[config.mk]
export PLATFORM = sky130hd
export DESIGN_NAME = dsp_fmgr_ctrl_module
export DESIGN_NICKNAME = d
export VERILOG_FILES = /design/src/rtl/dsp_fmgr_ctrl_module.sv
export SDC_FILE = /design/constraint.sdc
export NUM_CORES = 1
export LEC_CHECK = 0
export BUFFER_PORTS_ARGS = -buffer_cell sky130_fd_sc_hd__buf_2
export CAP_MARGIN = 30
export CORE_MARGIN = 5
export CORE_UTILIZATION = 50
export DETAILED_ROUTE_END_ITERATION = 8
export PLACE_DENSITY = 0.74
export REMOVE_ABC_BUFFERS = 1
export SLEW_MARGIN = 0
export SYNTH_ARGS = -nofsm -noshare
export SYNTH_HDL_FRONTEND = slang
export SYNTH_SLANG_ARGS = --single-unit
[constraint.sdc]
create_clock -name clk -period 3.8 [get_ports clk]
set_clock_uncertainty 0.2 [all_clocks]
set_input_delay 0.57 -clock clk [delete_from_list [all_inputs] [get_ports clk]]
set_output_delay 0.57 -clock clk [all_outputs]
set_load 0.01 [all_outputs]
[src/rtl/dsp_fmgr_ctrl_module.sv]
// dsp_fmgr_ctrl_module: allocation controller between the four dispatch slots
// and the reservation-station free-list manager. Grants the largest in-order
// request prefix the credit counter allows, buffers entry releases from two
// issue pipes in a return FIFO, drains it into the free list, and sequences
// trap-flush recovery.
module dsp_fmgr_ctrl_module #(
  parameter int RSV_IDX_WIDTH  = 6,
  parameter int RSV_ENTRIES    = 64,
  parameter int RET_FIFO_DEPTH = 8
) (
  input  logic                     clk,
  input  logic                     rst,
  input  logic                     i_csr_trap_flush,
  input  logic                     i_dsp_stall,
  input  logic [3:0]               i_dsp_req_vld,
  output logic [3:0]               o_dsp_gnt,
  output logic [RSV_IDX_WIDTH-1:0] o_dsp_entry_0,
  output logic [RSV_IDX_WIDTH-1:0] o_dsp_entry_1,
  output logic [RSV_IDX_WIDTH-1:0] o_dsp_entry_2,
  output logic [RSV_IDX_WIDTH-1:0] o_dsp_entry_3,
  output logic                     o_dsp_busy,
  output logic                     o_fmgr_free_req_0,
  output logic                     o_fmgr_free_req_1,
  output logic                     o_fmgr_free_req_2,
  output logic                     o_fmgr_free_req_3,
  input  logic [RSV_IDX_WIDTH-1:0] i_fmgr_free_entry_0,
  input  logic [RSV_IDX_WIDTH-1:0] i_fmgr_free_entry_1,
  input  logic [RSV_IDX_WIDTH-1:0] i_fmgr_free_entry_2,
  input  logic [RSV_IDX_WIDTH-1:0] i_fmgr_free_entry_3,
  input  logic                     i_fmgr_list_empty,
  output logic                     o_fmgr_stall,
  output logic [3:0]               o_fmgr_ret_vld,
  output logic [RSV_IDX_WIDTH-1:0] o_fmgr_ret_entry_0,
  output logic [RSV_IDX_WIDTH-1:0] o_fmgr_ret_entry_1,
  output logic [RSV_IDX_WIDTH-1:0] o_fmgr_ret_entry_2,
  output logic [RSV_IDX_WIDTH-1:0] o_fmgr_ret_entry_3,
  input  logic [1:0]               i_rel_a_vld,
  input  logic [1:0]               i_rel_b_vld,
  input  logic [RSV_IDX_WIDTH-1:0] i_rel_a_entry_0,
  input  logic [RSV_IDX_WIDTH-1:0] i_rel_a_entry_1,
  input  logic [RSV_IDX_WIDTH-1:0] i_rel_b_entry_0,
  input  logic [RSV_IDX_WIDTH-1:0] i_rel_b_entry_1,
  output logic                     o_rel_rdy,
  output logic                     o_err
);

  localparam int PTR_W = $clog2(RET_FIFO_DEPTH);
  localparam int OCC_W = PTR_W + 1;

  typedef enum logic {ST_RUN, ST_FLUSH} state_e;

  state_e                   state_q, state_d;
  logic [6:0]               cnt_q, cnt_d;
  logic [PTR_W-1:0]         head_q, head_d;
  logic [PTR_W-1:0]         tail_q, tail_d;
  logic [OCC_W-1:0]         occ_q, occ_d;
  logic [RSV_IDX_WIDTH-1:0] fifo_q [RET_FIFO_DEPTH];
  logic [RSV_IDX_WIDTH-1:0] fifo_d [RET_FIFO_DEPTH];
  logic                     err_q, err_d;

  logic [2:0]               req_cnt;
  logic [2:0]               gnt_cnt;
  logic [2:0]               drain_cnt;
  logic [2:0]               enq_cnt;
  logic [3:0]               gnt;
  logic                     grant_block;
  logic                     drain_en;
  logic                     flushing;
  logic                     rel_rdy;
  logic [PTR_W-1:0]         wr_ptr;
  logic [3:0]               rel_vld;
  logic [RSV_IDX_WIDTH-1:0] rel_entry [4];
  logic [3:0]               ret_vld;
  logic [RSV_IDX_WIDTH-1:0] ret_entry [4];
  logic [RSV_IDX_WIDTH-1:0] free_entry [4];

  // Grant the in-order request prefix, capped by credit; any flush or stall blocks it.
  always_comb begin
    req_cnt = 3'(i_dsp_req_vld[0]) + 3'(i_dsp_req_vld[1])
            + 3'(i_dsp_req_vld[2]) + 3'(i_dsp_req_vld[3]);
    grant_block = (state_q == ST_FLUSH) | i_dsp_stall | i_csr_trap_flush;
    if ({4'b0000, req_cnt} <= cnt_q) gnt_cnt = req_cnt;
    else                             gnt_cnt = cnt_q[2:0];
    if (grant_block) gnt_cnt = 3'd0;
    gnt = 4'b0000;
    for (int k = 0; k < 4; k++) begin
      if (3'(k) < gnt_cnt) gnt[k] = i_dsp_req_vld[k];
    end
  end

  // Drain up to four head entries when running, not stalled and not flushing.
  always_comb begin
    flushing = i_csr_trap_flush | (state_q == ST_FLUSH);
    drain_en = (state_q == ST_RUN) & ~i_dsp_stall & ~i_csr_trap_flush;
    if (!drain_en)                   drain_cnt = 3'd0;
    else if (occ_q >= OCC_W'(4))     drain_cnt = 3'd4;
    else                             drain_cnt = 3'(occ_q);
    for (int k = 0; k < 4; k++) begin
      ret_entry[k] = fifo_q[head_q + PTR_W'(k)];
      ret_vld[k]   = (3'(k) < drain_cnt);
    end
    rel_rdy = (state_q == ST_RUN) && ((OCC_W'(RET_FIFO_DEPTH) - occ_q) >= OCC_W'(4));
  end

  // Compact valid releases into the FIFO tail in a0, a1, b0, b1 order.
  always_comb begin
    rel_vld      = {i_rel_b_vld[1], i_rel_b_vld[0], i_rel_a_vld[1], i_rel_a_vld[0]};
    rel_entry[0] = i_rel_a_entry_0;
    rel_entry[1] = i_rel_a_entry_1;
    rel_entry[2] = i_rel_b_entry_0;
    rel_entry[3] = i_rel_b_entry_1;
    fifo_d       = fifo_q;
    wr_ptr       = tail_q;
    enq_cnt      = 3'd0;
    if (rel_rdy) begin
      for (int k = 0; k < 4; k++) begin
        if (rel_vld[k]) begin
          fifo_d[wr_ptr] = rel_entry[k];
          wr_ptr         = wr_ptr + PTR_W'(1);
          enq_cnt        = enq_cnt + 3'd1;
        end
      end
    end
  end

  // Next-state for FSM, credit, FIFO bookkeeping and the sticky error flag.
  always_comb begin
    state_d = state_q;
    case (state_q)
      ST_RUN:   if (i_csr_trap_flush)  state_d = ST_FLUSH;
      ST_FLUSH: if (!i_csr_trap_flush) state_d = ST_RUN;
      default:                         state_d = ST_RUN;
    endcase
    if (flushing) begin
      head_d = '0;
      tail_d = '0;
      occ_d  = '0;
      cnt_d  = 7'(RSV_ENTRIES);
    end else begin
      head_d = head_q + PTR_W'(drain_cnt);
      tail_d = wr_ptr;
      occ_d  = occ_q + OCC_W'(enq_cnt) - OCC_W'(drain_cnt);
      cnt_d  = cnt_q + 7'(drain_cnt) - 7'(gnt_cnt);
    end
    err_d = err_q | (i_fmgr_list_empty & (|gnt));
  end

  // Single register block for all controller state.
  always_ff @(posedge clk or posedge rst) begin
    if (rst) begin
      state_q <= ST_RUN;
      cnt_q   <= 7'(RSV_ENTRIES);
      head_q  <= '0;
      tail_q  <= '0;
      occ_q   <= '0;
      err_q   <= 1'b0;
      for (int i = 0; i < RET_FIFO_DEPTH; i++) fifo_q[i] <= '0;
    end else begin
      state_q <= state_d;
      cnt_q   <= cnt_d;
      head_q  <= head_d;
      tail_q  <= tail_d;
      occ_q   <= occ_d;
      err_q   <= err_d;
      fifo_q  <= fifo_d;
    end
  end

  // Output wiring; the free list is told to freeze only when a flush is not pending.
  always_comb begin
    free_entry[0]      = i_fmgr_free_entry_0;
    free_entry[1]      = i_fmgr_free_entry_1;
    free_entry[2]      = i_fmgr_free_entry_2;
    free_entry[3]      = i_fmgr_free_entry_3;
    o_dsp_gnt          = gnt;
    o_dsp_entry_0      = free_entry[0];
    o_dsp_entry_1      = free_entry[1];
    o_dsp_entry_2      = free_entry[2];
    o_dsp_entry_3      = free_entry[3];
    o_fmgr_free_req_0  = gnt[0];
    o_fmgr_free_req_1  = gnt[1];
    o_fmgr_free_req_2  = gnt[2];
    o_fmgr_free_req_3  = gnt[3];
    o_dsp_busy         = (state_q == ST_FLUSH);
    o_fmgr_stall       = i_dsp_stall & ~i_csr_trap_flush;
    o_fmgr_ret_vld     = ret_vld;
    o_fmgr_ret_entry_0 = ret_entry[0];
    o_fmgr_ret_entry_1 = ret_entry[1];
    o_fmgr_ret_entry_2 = ret_entry[2];
    o_fmgr_ret_entry_3 = ret_entry[3];
    o_rel_rdy          = rel_rdy;
    o_err              = err_q;
  end

endmodule

==> Word level (Yosys, flattened, before mapping) <==
Cells that the tools add are included.
{ "totals": {"register_bits": 67, "latchBits": 0, "mem_bits_rw": 0, "romBits": 0, "inputBits": 61, "memories": 0} }
{ "classes": {"addsub": 19, "multipliers": 0, "n_div": 0, "magnitude_cmp": 23, "n_eq_ne": 0, "n_shift": 0, "mux": 60, "bitwise_logic": 19, "reduce_logical": 7} }
{ "op_table": {"columns": ["cell", "n"], "rows": [
  ["two-way mux 48 bit", 7],
  ["bitwise mux 48 bit", 4],
  ["binary-select mux 6 bit (select 3 bit)", 4],
  ["demux 6 bit (select 3 bit)", 4],
  ["two-way mux 6 bit", 12],
  ["two-way mux 3 bit", 21],
  [">= comparator 4 bit (second input constant)", 8],
  ["inverter 3 -> 4 bit", 8],
  ["adder 3 x 1 -> 3 bit (second input constant)", 8],
  ["< comparator 4 x 1 -> 1 bit (second input constant)", 4],
  ["< comparator 1 x 3 -> 1 bit (first input constant)", 4],
  ["< comparator 2 x 3 -> 1 bit (first input constant)", 4],
  [">= comparator 4 x 3 -> 1 bit (second input constant)", 2],
  ["adder 7 x 3 -> 7 bit", 1],
  ["<= comparator 3 x 7 -> 1 bit", 1],
  ["two-way mux 7 bit", 1],
  ["subtractor 7 x 3 -> 7 bit", 1],
  ["adder 3 x 2 -> 3 bit (second input constant)", 2],
  ["two-way mux 1 bit", 6],
  ["logical AND 1 bit", 5],
  ["adder 4 x 3 -> 4 bit", 1],
  ["bitwise AND 1 bit", 4],
  ["two-way mux 4 bit", 1],
  ["bitwise OR 1 bit", 4],
  ["9 further kinds", 11]
]} }

==> Logic depth before layout (Yosys ltp) <==
Gate-level depths: netlist of the first run.
{ "logic_depth": {"depth_word": 17, "mapped_depth": 23, "ltp_nobuf": 23} }

==> Least setup slack after synthesis of the first run <==
Ideal clock, no wire load.
{ "synth_timing": {"path_type": "input to register", "start": "input port i_dsp_req_vld[0]", "end": "register cnt_q[5]", "setup_ns": 0.078, "arrival_ns": 4.608, "slack_ns": -1.086, "stages": 20, "path_buffers": 0, "path_cell_list": "inv_1 fa_1 inv_1 ha_1 ha_1 ha_1 inv_1 o311ai_1 a21o_1 mux2i_1 nor2_1 fa_1 inv_1 ha_1 a21o_1 a21o_1 a21oi_1 nor2_1 or3_1 a21oi_1"} }
{ "synth_via": {"elab_chain_cells": 8} }
{ "synth_rtl": {"columns": ["item", "line", "rtl"], "rows": [
  ["start, declared", "15", "input logic [3:0] i_dsp_req_vld,"],
  ["adder 1 x 1 -> 2 bit (*)", "79", "req_cnt = 3'(i_dsp_req_vld[0]) + 3'(i_dsp_req_vld[1])"],
  ["adder 2 x 1 -> 3 bit (*)", "80", "+ 3'(i_dsp_req_vld[2]) + 3'(i_dsp_req_vld[3]);"],
  ["adder 3 x 1 -> 3 bit (*)", "80", null],
  ["<= comparator 3 x 7 -> 1 bit", "82", "if ({4'b0000, req_cnt} <= cnt_q) gnt_cnt = req_cnt;"],
  ["two-way mux 3 bit (*)", "82", null],
  ["two-way mux 3 bit (*)", "84", "if (grant_block) gnt_cnt = 3'd0;"],
  ["subtractor 7 x 3 -> 7 bit (*)", "143", "cnt_d = cnt_q + 7'(drain_cnt) - 7'(gnt_cnt);"],
  ["two-way mux 7 bit (*)", "134", "if (flushing) begin"],
  ["via cnt_d[5]", "53", "logic [6:0] cnt_q, cnt_d;"],
  ["end signal, assigned", "152", "cnt_q <= 7'(RSV_ENTRIES);"],
  ["end signal, assigned", "160", "cnt_q <= cnt_d;"],
  ["end, declared", "53", null]
]} }
Mark *: on every way through the listed nets, which the timed path passes. The rest lies on a longest branch.
A chain may end at the register's enable or synchronous reset.

==> Final worst setup path of the first run <==
{ "layout_timing": {"start": "input port i_dsp_req_vld[3]", "end": "register cnt_q[6]"} }
{ "layout_via": {"elab_chain_cells": 6} }
{ "layout_rtl": {"columns": ["item", "line"], "rows": [
  ["adder 3 x 1 -> 3 bit (*)", "80"],
  ["<= comparator 3 x 7 -> 1 bit", "82"],
  ["two-way mux 3 bit (*)", "82"],
  ["two-way mux 3 bit (*)", "84"],
  ["subtractor 7 x 3 -> 7 bit (*)", "143"],
  ["two-way mux 7 bit (*)", "134"],
  ["via cnt_d[6]", "53"]
]} }
Marks and branches as above.

==> results of run 1 <==
-- state kept, by name, indices dropped and copies added, names as in the netlist --
| register | count |
|---|---|
| tail_q | 3 |
| o_err | 1 |
| o_dsp_busy | 1 |
| occ_q | 4 |
| head_q | 3 |
| cnt_q | 7 |
| fifo_q | 48 |
-- power groups by stage --
stage	sequential (mW)	combinational (mW)	clock (mW)
CTS	1.28	2.99	0.800
detailed placement	1.29	2.84	0
global placement	1.29	2.77	0
global route	1.33	3.43	0.835
floorplan	1.17	2.02	0
finish	1.31	3.17	0.802
-- final cells by class --
cell class | count | area (µm²)
Timing Repair Buffer | 152 | 1040
Clock buffer | 9 | 225
Tap cell | 211 | 264
Multi-Input combinational cell | 673 | 5790
Clock inverter | 7 | 45.0
Sequential cell | 67 | 1680
Inverter | 43 | 166
Fill cell | 1267 | 6050
-- final timing paths --
path | startpoint | end | slack (ns)
hold reg to reg | o_err | o_err | 0.29
setup / recovery | i_dsp_req_vld[3] | cnt_q[6] | -0.70
setup reg to reg | cnt_q[2] | cnt_q[6] | 0.07
hold / removal | rst | fifo_q[43] | 0.15
max in group asynchronous | rst | tail_q[0] | 2.58
min in group clk | i_csr_trap_flush | o_dsp_busy | 0.17
-- cells in the final DEF (no fill, tap or decap), types with 5 or more instances in the layout --
cell,count
a32o_1,6
dfrtp_1,65
o21ai_1,15
ha_4,7
fa_1,7
buf_6,14
nor3_2,8
o211ai_1,32
a221oi_1,9
o21ai_0,21
mux2_2,75
inv_1,31
inv_2,10
clkbuf_16,9
or3_1,7
nor3_1,9
nor2_1,62
buf_2,69
xor2_1,10
nand3_1,41
ha_1,21
a21oi_1,53
o221ai_1,6
mux4_2,18
a2bb2oi_1,32
xnor2_1,6
buf_4,67
a211oi_1,33
mux2i_1,58
nand2_1,39
and2_1,5
-- per-stage QoR --
stage	worst slack [ns]	util
2_1_floorplan	-1.08	-
3_3_place_gp	-1.16	0.554
3_5_place_dp	-1.25	0.555
4_1_cts	-0.680	0.590
5_1_grt	-0.857	0.604
6_report	-0.701	0.604
-- cell families after synthesis --
family | count (synthesis)
AO/OA/AOI/OAI | 239
buffers and inverters | 139
flip-flops | 67
AND/OR/NAND/NOR | 224
multiplexers | 152
XOR/XNOR | 21
adder cells (fa/ha/maj) | 37
-- cell usage after synthesis (all sizes together), types with 4 or more instances --
master | instances | area share
fa | 8 | 0.020
nand2b | 5 | 0.0040
buf | 62 | 0.048
mux2i | 59 | 0.076
a21o | 4 | 0.0038
a32o | 6 | 0.0077
clkbuf | 34 | 0.016
xnor2 | 8 | 0.0099
inv | 43 | 0.021
xor2 | 10 | 0.011
mux2 | 75 | 0.11
mux4 | 18 | 0.052
nor2b | 6 | 0.0048
o211ai | 32 | 0.031
o221ai | 8 | 0.0090
a21oi | 58 | 0.038
nand2 | 40 | 0.019
nand3 | 42 | 0.027
nor3 | 21 | 0.022
a2bb2oi | 32 | 0.036
a211oi | 35 | 0.034
nor2 | 66 | 0.032
o21ai | 43 | 0.030
and3 | 5 | 0.0040
a221oi | 9 | 0.010
ha | 29 | 0.046
or3 | 8 | 0.0064
and2 | 7 | 0.0059
dfrtp | 66 | 0.21
nor3b | 4 | 0.0038
o311ai | 5 | 0.0075
-- metal layers --
layer,global-route usage,part of all wire
met3,0.0727,0.11
met4,0.102,0.030
met2,0.433,0.45
met1,0.403,0.42
met5,0,0
-- repair_timing --
action,in CTS,in global routing
endpoints found under the setup margin,18,52
pin swaps,23,22
setup buffers,11,9
resized for setup,42,34
hold buffers,0,0
==> flow_metrics.py, run 1 <==
metrics = {
    "outcome": {
        "outcome": "complete, but fails checks",
        "violations": "setup timing",
    },
    "critical_path": {
        "critical_path_buf_inv_count": 5,
        "path_delay_family": "adder cells",
        "reg2regPathDepth": 17,
        "crit_cells": 22,
        "cpMostUsedCell": "ha_4",
        "critical_path_required_ns": 3.87,
        "startpoint_type": "input port",
        "cp_cell_sequence": "buf_8 > inv_4 > fa_1 > inv_2 > ha_4 > ha_4 > ha_4 > nand4b_1 > o311ai_4 > a21o_1 > mux2i_1 > nor2_1 > fa_1 > buf_4 > buf_6 > fa_2 > nor2b_4 > o21ai_2 > a21oi_1 > o21ba_2 > nor3_2 > nand3b_1",
        "cp-end-kind": "flip-flop",
        "max_stage_delay_ns": 0.54,
        "cp_slowest_cell": "fa_1",
        "crit_fanout": 2,
        "crit_arrival_ns": 4.58,
        "worstSetupPathType": "in -> reg",
    },
    "clock_network": {
        "clockBufferDepth": 2,
        "clock_sinks": 67,
        "htreeDepth": 3,
        "clk_pin_slew_ns": 0.06,
        "cts_tree": "built",
        "cts_made_buffers": 9,
        "clock_latency_ns": 0.36,
        "cts_root_buf": "clkbuf_16",
    },
    "pwr": {
        "internal-power_mw": 2.93,
        "p_per_area_mw_per_mm2": 574,
        "p_leak_nw": 3.80,
        "p_clk_frac": 0.152,
        "p_total_mw": 5.29,
        "seq_power_share": 0.248,
        "vdd_drop_max_mv": 0.310,
        "switching_share": 0.445,
        "pwr-share-comb": 0.600,
        "switching_power_mw": 2.35,
    },
    "synth": {
        "synth.distinct_cells": 68,
        "synth_fa_ha_area_frac": 0.0669,
        "synth_warnings": 0,
        "synthSimpleGateAreaFrac": 0.154,
        "synth_top_family_by_area": "multiplexers",
        "ys.flop_type": "dfrtp_1",
        "synth_area_per_cell_um2": 8.90,
        "ys_seq_area_frac": 0.215,
        "syn-cell-area_mm2": 0.00782,
        "yosys.area_share.xor_xnor": 0.0302,
        "synth-compound-area-share": 0.214,
        "synth-seq-cells": 67,
        "synth_cells": 879,
        "async_flop_share": 1.00,
        "synth_edf_count": 0,
        "muxShareOfSynthArea": 0.236,
    },
    "placement": {
        "post-place-cells": 1134,
        "numPortBuffers": 76,
        "place_area_mm2": 0.00847,
        "dpl.hpwl_um": 19100,
        "gp_congestion": 0.964,
    },
    "detailed_routing": {
        "drc": 0,
        "firstDrtPassIters": 8,
        "num_vias": 7584,
        "drtIter0Drc": 1083,
        "postRouteAntennaNets": 0,
        "wl_um": 26800,
        "via_per_inst": 6.53,
        "wire_per_inst_um": 23.1,
    },
    "global_routing": {
        "grt-ovfl-total": 0,
        "grt_pass1_wl_um": 40900,
        "grt_usage": 0.288,
        "grt_start_max_net_pins": 53,
        "grt_pass1_vias": 7251,
        "antenna_found_initial": 0,
    },
    "die": {
        "dieArea_mm2": 0.0182,
        "core_mm2": 0.0153,
        "placementRows": 45,
        "fp.dieW_um": 135,
        "die_h_um": 135,
        "io_pins": 125,
        "start_util": 0.513,
    },
    "timing": {
        "setup_violations": 14,
        "clock.fmax_mhz": 222,
        "slew_violations": 0,
        "rsz0062_at_grt": "true",
        "final.setup.tns_ns": -4.76,
        "tightest_slew_ns": 0.891,
        "min_period_over_period": 1.18,
        "max-slew-margin-rel": 0.405,
        "hold_violations": 0,
        "holdWs_ns": 0.152,
        "setup_ws_ns": -0.701,
        "fin_crit_ns": 4.50,
    },
    "final_layout": {
        "final_area_mm2": 0.00921,
        "final_cells": 1162,
        "post_route_cells_drive_above_1_share": 0.359,
        "n_antenna_cell": 0,
        "area_delta_synth_final_pct": 17.8,
        "nets": 1044,
    },
    "hold_path": {
        "hp-class": "in -> async",
    },
    "job": {
        "cap_violations": 0,
    },
}
Power figures use the tool's default switching activity.
==> inputs of run 2 (changes only) <==
Settings changed: PLACE_DENSITY 0.74 to 0.83.
==> run 2 against run 1 <==
The flow still finishes with violations (setup timing). Clock power barely moved. Sequential power barely moved. Worst setup slack got worse by 0.083 ns. Utilization rose by 0.17 points. Via count rose by 4.3%. Combinational power rose by 1%. Die area did not move. First-iteration DRC count rose by 12%. Non-clock buffer count rose by 6. Critical path depth did not move. Critical endpoint is now cnt_q[5]. Largest power group unchanged.
==> flow_metrics.py, run 2 (synthesis results as in run 1) <==
metrics = {
    "placement": {
        "numPortBuffers": 76,
        "dpl.hpwl_um": 19000,
        "place_area_mm2": 0.00841,
        "gp_congestion": 0.978,
    },
    "job": {
        "cap_violations": 0,
    },
    "final_layout": {
        "largest-register": "fifo_q",
        "post_route_cells_drive_above_1_share": 0.362,
        "area_delta_synth_final_pct": 18.1,
        "final_area_mm2": 0.00924,
        "regArea_mm2": 0.00168,
        "layout.cells.most_common": "buf_4",
        "mostFrequentLayoutCells": "buf_4 (80), mux2_2 (75), buf_2 (70), dfrtp_1 (65), nor2_1 (62)",
        "reg_top3": "fifo_q x48, cnt_q x7, occ_q x4",
        "fill_cells": 1200,
        "nets": 1050,
        "largest_reg_flops": 48,
        "n_antenna_cell": 0,
        "utilization": 0.605,
        "multiInputGateArea_mm2": 0.00580,
    },
    "die": {
        "dieArea_mm2": 0.0182,
        "io_pins": 125,
        "core_mm2": 0.0153,
        "placementRows": 45,
        "start_util": 0.513,
        "die_h_um": 135,
        "fp.dieW_um": 135,
    },
    "detailed_routing": {
        "drc": 0,
        "drtIter0Drc": 1214,
        "postRouteAntennaNets": 0,
        "wire_per_inst_um": 23.8,
        "firstDrtPassIters": 6,
        "num_vias": 7913,
        "wl_um": 27700,
        "via_per_inst": 6.77,
    },
    "clock_network": {
        "ctsHoldBuffers": 0,
        "clk_pin_slew_ns": 0.06,
        "htreeDepth": 3,
        "cts_tree": "built",
        "cts_made_buffers": 9,
        "clockBufferDepth": 2,
        "cts_root_buf": "clkbuf_16",
        "clock_sinks": 67,
        "clock_latency_ns": 0.34,
    },
    "hold_path": {
        "hp-class": "in -> async",
    },
    "critical_path": {
        "max_stage_delay_ns": 0.57,
        "r2r_slack_ns": 0.05,
        "crit_arrival_ns": 4.65,
        "cp-end-kind": "flip-flop",
        "cp_cell_sequence": "buf_8 > inv_4 > fa_1 > inv_2 > ha_4 > ha_4 > ha_4 > inv_2 > o311ai_2 > buf_4 > a21o_1 > mux2i_1 > nor2_1 > fa_1 > inv_1 > ha_1 > a21o_1 > a21o_1 > a21oi_2 > nor2_1 > or3_1 > a21oi_2",
        "critical_path_required_ns": 3.87,
        "reg2regPathDepth": 17,
        "crit_fanout": 3,
        "cp_slowest_cell": "fa_1",
        "r2r_end": "cnt_q[5]",
        "worstSetupPathType": "in -> reg",
        "startpoint_type": "input port",
        "reg2reg_from": "cnt_q[2]",
    },
    "outcome": {
        "outcome": "complete, but fails checks",
        "violations": "setup timing",
    },
    "timing": {
        "hold_violations": 0,
        "slew_violations": 0,
        "tightest_slew_ns": 0.807,
        "setup_violations": 14,
        "rsz0062_at_grt": "true",
        "setup_ws_ns": -0.785,
        "fin_crit_ns": 4.58,
        "max-slew-margin-rel": 0.461,
        "min_period_over_period": 1.21,
        "clock.fmax_mhz": 218,
    },
    "pwr": {
        "p_leak_nw": 3.82,
        "vdd_drop_max_mv": 0.278,
        "p_per_area_mw_per_mm2": 574,
    },
    "global_routing": {
        "grt_usage": 0.294,
        "grt_start_max_net_pins": 53,
        "grt_pass1_wl_um": 42200,
        "grt-ovfl-total": 0,
        "grt_pass1_vias": 7519,
        "antenna_found_initial": 0,
    },
}
-- run 2: timing repair --
action                                  in CTS  in global routing
buffers inserted                            26                  8
pin swaps                                   11                 20
gates resized for setup                     28                 45
endpoints found under the setup margin      21                 60
-- run 2: through the flow --
step	hold slack, ns	worst slack [ns]	setup TNS [ns]	power, mW	std cells
global placement	0.279	-1.16	-7.66	4.00	1128
detailed placement	0.281	-1.28	-8.78	4.11	1129
finish	0.0513	-0.785	-4.44	5.30	1168
global route	0.0828	-0.951	-5.90	5.60	1168
CTS	0.0453	-0.670	-3.11	5.00	1166
floorplan	0.301	-1.08	-5.22	3.19	783
-- run 2: worst max-delay path by stage --
stage | from | to | slack (ns) | depth (start not counted)
final | i_dsp_req_vld[3] | cnt_q[5] | -0.78 | 22
after global routing | i_dsp_req_vld[3] | cnt_q[5] | -0.95 | 22
after CTS | i_dsp_req_vld[3] | cnt_q[5] | -0.67 | 22
after detailed placement | i_dsp_req_vld[0] | cnt_q[6] | -1.28 | 21
after global placement | i_dsp_req_vld[0] | cnt_q[5] | -1.16 | 21
after floorplan | i_dsp_req_vld[0] | cnt_q[5] | -1.08 | 20
-- run 2: worst max-delay path: cells and delay by family --
kind	cells	cell delay [ns]
fa+ha+maj	6	2.04
compound gates	6	0.95
mux	1	0.21
simple gates	3	0.46
buf+inv	6	0.41
-- run 2: area by class of cell --
class                           instances  share of cell area
Clock buffer                           10              0.0259
Sequential cell                        67               0.182
Timing Repair Buffer                  158               0.113
Clock inverter                          6             0.00420
Tap cell                              211              0.0286
Inverter                               43              0.0180
Multi-Input combinational cell        673               0.628
-- run 2: where the power goes --
part / switching [mW] / internal [mW] / total [mW]
Clock: 0.344 / 0.458 / 0.803
Sequential: 0.331 / 0.965 / 1.30
Combinational: 1.70 / 1.50 / 3.21
Total: 2.38 / 2.93 / 5.30
-- run 2: routing by layer --
layer | up-vias | routed length (µm) | GRT usage
met1 | 3761 | 10400 | 0.382
li1 | 3411 | - | -
met3 | 128 | 3490 | 0.0935
met4 | 0 | 1200 | 0.124
met5 | - | 0 | 0
met2 | 613 | 12700 | 0.453
